File: config.mk
export PLATFORM = sky130hd
export DESIGN_NAME = dmem_arbiter
export DESIGN_NICKNAME = d
export VERILOG_FILES = /design/src/rtl/dmem_arbiter_pkg.sv /design/src/rtl/dmem_rr_arb.sv /design/src/rtl/dmem_arbiter.sv
export SDC_FILE = /design/constraint.sdc
export NUM_CORES = 1
export LEC_CHECK = 0
export BUFFER_PORTS_ARGS = -buffer_cell sky130_fd_sc_hd__buf_2
export CORE_AREA = 2 2 130 132
export DETAILED_ROUTE_END_ITERATION = 10
export DIE_AREA = 0 0 132 134
export SYNTH_ARGS = -nofsm -noshare
export SYNTH_HDL_FRONTEND = slang
export SYNTH_SLANG_ARGS = --single-unit
export TNS_END_PERCENT = 20
File: constraint.sdc
create_clock -name clk -period 2.47 [get_ports clk]
set_clock_uncertainty 0.05 [all_clocks]
set_input_delay 0.1235 -clock clk [delete_from_list [all_inputs] [get_ports clk]]
set_output_delay 0.1235 -clock clk [all_outputs]
set_load 0.05 [all_outputs]
File: src/rtl/dmem_arbiter_pkg.sv
// dmem_arbiter_pkg: shared constants for the data-memory/UART port arbiter
package dmem_arbiter_pkg;
  localparam int DMEM_WORD_LEN = 32;
  localparam logic [31:0] DMEM_UART_ADDR = 32'h1000_0000;
  localparam logic OWNER_C = 1'b0;
  localparam logic OWNER_L = 1'b1;
  localparam logic [DMEM_WORD_LEN-1:0] UART_MASK = ~DMEM_WORD_LEN'(7);
  localparam logic ARB_RR = 1'b0;
  localparam logic ARB_LOCKED = 1'b1;
endpackage

File: src/rtl/dmem_rr_arb.sv
// dmem_rr_arb: 2-way round-robin grant with a loader-exclusive lock
module dmem_rr_arb
  import dmem_arbiter_pkg::*;
(
  input  logic clk,
  input  logic rst,
  input  logic c_req,
  input  logic l_req,
  input  logic l_lock,
  output logic c_gnt,
  output logic l_gnt,
  output logic owner
);
  logic state, last_owner, locked;
  // dropping l_lock releases the lock in the same cycle, so that cycle is plain RR
  assign locked = (state == ARB_LOCKED) && l_lock;
  assign c_gnt = !rst && !locked && c_req && (!l_req || last_owner == OWNER_L);
  assign l_gnt = !rst && l_req && (locked || !c_req || last_owner == OWNER_C);
  assign owner = rst ? OWNER_L : l_gnt ? OWNER_L : c_gnt ? OWNER_C : last_owner;
  always_ff @(posedge clk) begin
    if (rst) begin
      state <= ARB_RR;
      last_owner <= OWNER_L;
    end else begin
      last_owner <= owner;
      state <= (l_gnt && l_lock) ? ARB_LOCKED : l_lock ? state : ARB_RR;
    end
  end
endmodule

File: src/rtl/dmem_arbiter.sv
// dmem_arbiter: shares the data-memory/UART port between the core and the loader
module dmem_arbiter
  import dmem_arbiter_pkg::*;
#(
  parameter int WORD_LEN = DMEM_WORD_LEN,
  parameter logic [WORD_LEN-1:0] UART_ADDR = WORD_LEN'(DMEM_UART_ADDR)
) (
  input  logic                clk,
  input  logic                rst,
  input  logic                c_req,
  input  logic [WORD_LEN-1:0] c_addr,
  input  logic                c_wen,
  input  logic [WORD_LEN-1:0] c_wdata,
  output logic                c_gnt,
  output logic                c_rvalid,
  output logic [WORD_LEN-1:0] c_rdata,
  input  logic                l_req,
  input  logic [WORD_LEN-1:0] l_addr,
  input  logic                l_wen,
  input  logic [WORD_LEN-1:0] l_wdata,
  output logic                l_gnt,
  output logic                l_rvalid,
  output logic [WORD_LEN-1:0] l_rdata,
  input  logic                l_lock,
  output logic [WORD_LEN-1:0] m_addr,
  output logic [WORD_LEN-1:0] m_wdata,
  output logic                m_wen,
  output logic                u_wen,
  input  logic [WORD_LEN-1:0] m_rdata,
  input  logic [WORD_LEN-1:0] u_rdata,
  output logic                owner
);
  logic any_gnt, sel_wen, is_uart, rd_pend, rd_owner, rd_uart;
  dmem_rr_arb u_arb (
    .clk(clk), .rst(rst), .c_req(c_req), .l_req(l_req), .l_lock(l_lock),
    .c_gnt(c_gnt), .l_gnt(l_gnt), .owner(owner)
  );
  assign any_gnt = c_gnt | l_gnt;
  assign m_addr = l_gnt ? l_addr : c_addr;
  assign m_wdata = l_gnt ? l_wdata : c_wdata;
  assign sel_wen = l_gnt ? l_wen : c_wen;
  assign is_uart = (m_addr & ~WORD_LEN'(7)) == UART_ADDR;
  assign m_wen = any_gnt && sel_wen && !is_uart;
  assign u_wen = any_gnt && sel_wen && is_uart;
  // read data returns one cycle later; remember who asked and which target answers
  always_ff @(posedge clk) begin
    if (rst) begin
      rd_pend <= 1'b0;
      rd_owner <= OWNER_C;
      rd_uart <= 1'b0;
    end else begin
      rd_pend <= any_gnt && !sel_wen;
      rd_owner <= l_gnt;
      rd_uart <= is_uart;
    end
  end
  assign c_rvalid = !rst && rd_pend && rd_owner == OWNER_C;
  assign l_rvalid = !rst && rd_pend && rd_owner == OWNER_L;
  assign c_rdata = rd_uart ? u_rdata : m_rdata;
  assign l_rdata = rd_uart ? u_rdata : m_rdata;
endmodule

Word level (Yosys, flattened, before mapping)
Cells that the tools add are included.

storage, ports and cells
  register bits after elaboration = 5
  bits of input ports = 199
  output and inout bits = 135
  word-level logic and storage cells = 42

operators by class
  eq/ne operators = 2
  multiplexer cells = 9
  bitwise operators = 3
  reductions and logical operators = 23

operator list
  kind                                                    number
  two-way mux 32 bit                                      3
  == test 29 x 26 -> 1 bit (second input constant)        1
  logical AND 1 bit                                       14
  logical NOT 1 bit                                       6
  two-way mux 1 bit                                       6
  logical OR 1 bit                                        3
  inequality test 2 x 1 -> 1 bit (second input constant)  1
  NOT 1 bit                                               2
  bitwise OR 1 bit                                        1

Logic depth before layout (Yosys ltp)
  depth in word-level cells = 8
  gate-level depth with buffers = 5
  mapped depth without buffers = 5

By module
A second synthesis with hierarchy kept.

unflattened totals
  cell total of the unflattened synthesis = 190
  area total of the unflattened synthesis = 1794.2 sq um

modules (own cells, without submodules)
  module        instances  cells an instance  area an instance (sq um)  sequential area each (sq um)
  dmem_arbiter  1          176                1677.9                    60.1
  dmem_rr_arb   1          14                 116.4                     40.0

Worst setup path after synthesis
No wires, ideal clock.

  path type = register to output
  from = register u_arb.state
  to = output u_wen
  data arrival time = 2132 ps
  data required time = 2296 ps
  path slack = 164 ps
  stages on the path, launching flop included = 6
  buffers on the path = 0
  cell sequence = dfxtp_1 > a21boi_2 > a211o_4 > inv_1 > or3_1 > a21oi_1

between the ends
  elaborated cells on any way between the ends = 14
  classes of those cells = eq/ne: 1; mux: 2; bitwise: 1; reduce/logical: 10

RTL lines
  element                                                        RTL line                                source
  from (decl)                                                    dmem_rr_arb.sv:14                       logic state, last_owner, locked;
  from (signal assigned)                                         dmem_rr_arb.sv:26                       state <= (l_gnt && l_lock) ? ARB_LOCKED : l_lock ? state : ARB_RR;
  logical AND 1 bit *                                            dmem_rr_arb.sv:16                       assign locked = (state == ARB_LOCKED) && l_lock;
  logical OR 1 bit * (2 in a row)                                dmem_rr_arb.sv:18                       assign l_gnt = !rst && l_req && (locked || !c_req || last_owner == OWNER_C);
  logical AND 1 bit *                                            dmem_rr_arb.sv:18
  via l_gnt                                                      dmem_arbiter.sv:21                      output logic l_gnt,
  two-way mux 32 bit (tied with other cells)                     dmem_arbiter.sv:39                      assign m_addr = l_gnt ? l_addr : c_addr;
  == test 29 x 26 -> 1 bit or logical AND 1 bit (tied branches)  dmem_arbiter.sv:42, dmem_arbiter.sv:44
  logical AND 1 bit *                                            dmem_arbiter.sv:44                      assign u_wen = any_gnt && sel_wen && is_uart;
  to (decl)                                                      dmem_arbiter.sv:28                      output logic u_wen,

The timed path passes the listed nets; every way through them passes the cells marked *.

Worst setup path in the final report
  from = register u_arb.state
  to = output m_addr[0]

between the ends
  word-level cells in the longest chain between the ends = 5

RTL lines
  element                        RTL line            source
  logical AND 1 bit              dmem_rr_arb.sv:16
  logical OR 1 bit (2 in a row)  dmem_rr_arb.sv:18
  logical AND 1 bit              dmem_rr_arb.sv:18
  two-way mux 32 bit             dmem_arbiter.sv:39
  to (decl)                      dmem_arbiter.sv:25  output logic [WORD_LEN-1:0] m_addr,

No other way between the ends.

==> reports/metrics.yaml <==
n_antenna_cell: 0
crit_path_end_kind: "output port"
crit_required_ns: 2.30
timing.fmax_mhz: 440
first_pass_iters: 4
cts_inserted_buffers: 3
clock_latency_ns: 0.22
synthCells: 191
antenna_found_initial: 2
setup_ws_ns: 0.196
clkPwrFrac: 0.187
final_cell_mix: "buf_2, mux2_4, mux2_2, nor4_1"
cp_top_family: "buffers and inverters"
clk_pin_slew_ns: 0.03
syn_area_um2: 2030
pin_count: 334
switching_share: 0.537
cts.sinks: 5
instances_no_fill: 709
p_sw_uw: 757
min_period_ns: 2.27
placed_cells: 705
area_growth_pct: 83.2
p_leak_uw: 0.00214
setup_viol: 0
h-tree-depth: 1
wl_per_cell_um: 13.9
nets: 689
cts_resized: 0
min_path_type: "input port to flip-flop"
hold_viol: 0
period_share: 0.921
route.detailed.drc: 0
synth.distinct_cells: 31
drive_gt1_frac: 0.898
global_route.usage.met1: 0.112
critical_path.cell_chain: "a21boi_2, a211o_4, buf_4, mux2_2, buf_2"
pre_cts_slack_ns: 0.405
met2_usage: 0.195
first_iter_violations: 30
rsz0062_at_grt: "false"
rows: 47
status: "finished, final reports clean"
dieWidth_um: 132
crit_type: "flip-flop to output port"
ctsHoldBuffers: 0
grt_start_max_net_pins: 38
slew_headroom: 0.575
core_area_um2: 16300
crit_fanout: 37
start_util: 0.125
post_cts_buffers: 0
grt.total_usage: 0.0984
dp_hpwl_um: 8940
crit_slowest_cell: "buf_4"
slew_viol_final: 0
tightestPinTransition_ns: 0.638
grt_pass1_wl_um: 13800
wl_um: 9830
p_int_uw: 652
ant_nets: 0
num_vias: 2666
grt.overflow.total: 0
grt_pass1_vias: 2656
port_buffers: 333
vias_per_cell: 3.76
yosysWarnings: 0
die_y_um: 134
critical_path_arrival_ns: 2.10
cap_violations: 0
layout_commonest_cell: "buf_2"
synth_fp_nets: 390
ir_worst_vdd_mv: 0.148
crit_buf_inv: 2
syn_avg_cell_area_um2: 10.6
worst_setup_path_start_kind: "flip-flop"
gp_congestion: 0.843
die_area_um2: 17700
clk_path_buf_depth: 2
seq_power_share: 0.063
tritoncts: "built"
fillers: 1771
total_power_uw: 1410
use_met3: 0.0181
seq_area_frac_synth: 0.0493
busiest_layer: "met2"
comb_power_share: 0.750
ys_seq_elements: 5
power_density_nw_per_um2: 379
slowest_delay_ns: 0.52
tns_ns: 0
cts-root-buf: "clkbuf_16"
## sequential cells by signal (all words and copies together), names as in the netlist
signal,cells
u_arb.last_owner,1
rd_owner,1
rd_pend,1
u_arb.state,1
rd_uart,1
## area by class of cell
class,instances,area [µm²],share of cell area
repair buffers,338,1700,0.458
multi-input cells,139,1550,0.416
well taps,220,275,0.0740
flip-flops and latches,5,100,0.0269
clock buffers,4,78.8,0.0212
inverters,3,11.3,0.00303
## power by group through the flow
stage / clock network, µW / logic, µW / registers, µW
4_1_cts: 268 / 1060 / 88.8
6_report: 263 / 1060 / 88.8
2_1_floorplan: 0 / 800 / 89.0
5_1_grt: 275 / 1100 / 89.5
3_3_place_gp: 0 / 1060 / 89.6
3_5_place_dp: 0 / 1060 / 89.9
## path summary, 6_finish.rpt
check,start,to,depth (start not counted),slack (ns)
setup / recovery,u_arb.state,m_addr[0],5,0.20
setup reg to reg,u_arb.state,rd_uart,5,0.95
hold / removal,l_lock,u_arb.state,2,0.13
hold reg to reg,u_arb.state,u_arb.state,2,0.45
## per-layer routing
metal / vias up / wire (µm) / part of all wire
met2: 187 / 5110 / 0.52
met5: - / 13 / 0.0013
met4: 2 / 31 / 0.0032
li1: 1281 / - / -
met3: 6 / 837 / 0.085
met1: 1190 / 3840 / 0.39
## stage by stage
stage               hold slack, ns   util  cell area, µm²
floorplan                    0.227      -            2030
global placement             0.360  0.223            3640
detailed placement           0.365  0.223            3640
CTS                          0.132  0.228            3720
global route                 0.149  0.228            3720
finish                       0.130  0.228            3720
## kinds of logic (layout without fill, tap and decap cells)
| kind of cell | after synthesis | after routing | share of synthesized area |
|---|---|---|---|
| compound gates | 12 | 12 | 0.0487 |
| buf+inv | 47 | 345 | 0.188 |
| flops | 5 | 5 | 0.0493 |
| mux | 96 | 96 | 0.621 |
| simple gates | 31 | 31 | 0.0925 |
## synth_stat cells
library cell | number | area [µm²]
mux2_2 | 48 | 541
mux2_4 | 48 | 721
buf_4 | 32 | 240
nor4_1 | 10 | 62.6
dfxtp_1 | 5 | 100
nor2_1 | 5 | 18.8
buf_12 | 4 | 80.1
nand4_1 | 4 | 25.0
buf_1 | 3 | 11.3
inv_1 | 3 | 11.3
a21o_1 | 2 | 15.0
a21oi_1 | 2 | 10.0
and3b_1 | 2 | 17.5
clkbuf_1 | 2 | 7.51
nor3_1 | 2 | 10.0
nor4b_1 | 2 | 17.5
o21bai_1 | 2 | 15.0
or3_1 | 2 | 12.5
a211o_4 | 1 | 17.5
a21boi_0 | 1 | 7.51
a21boi_2 | 1 | 11.3
and2_1 | 1 | 6.26
buf_2 | 1 | 5.00
buf_6 | 1 | 11.3
buf_8 | 1 | 15.0
nand2_1 | 1 | 3.75
nand2b_1 | 1 | 6.26
nor3b_1 | 1 | 7.51
o211ai_1 | 1 | 7.51
o21ai_0 | 1 | 5.00
o32a_1 | 1 | 10.0
Power figures use the tool's default switching activity.
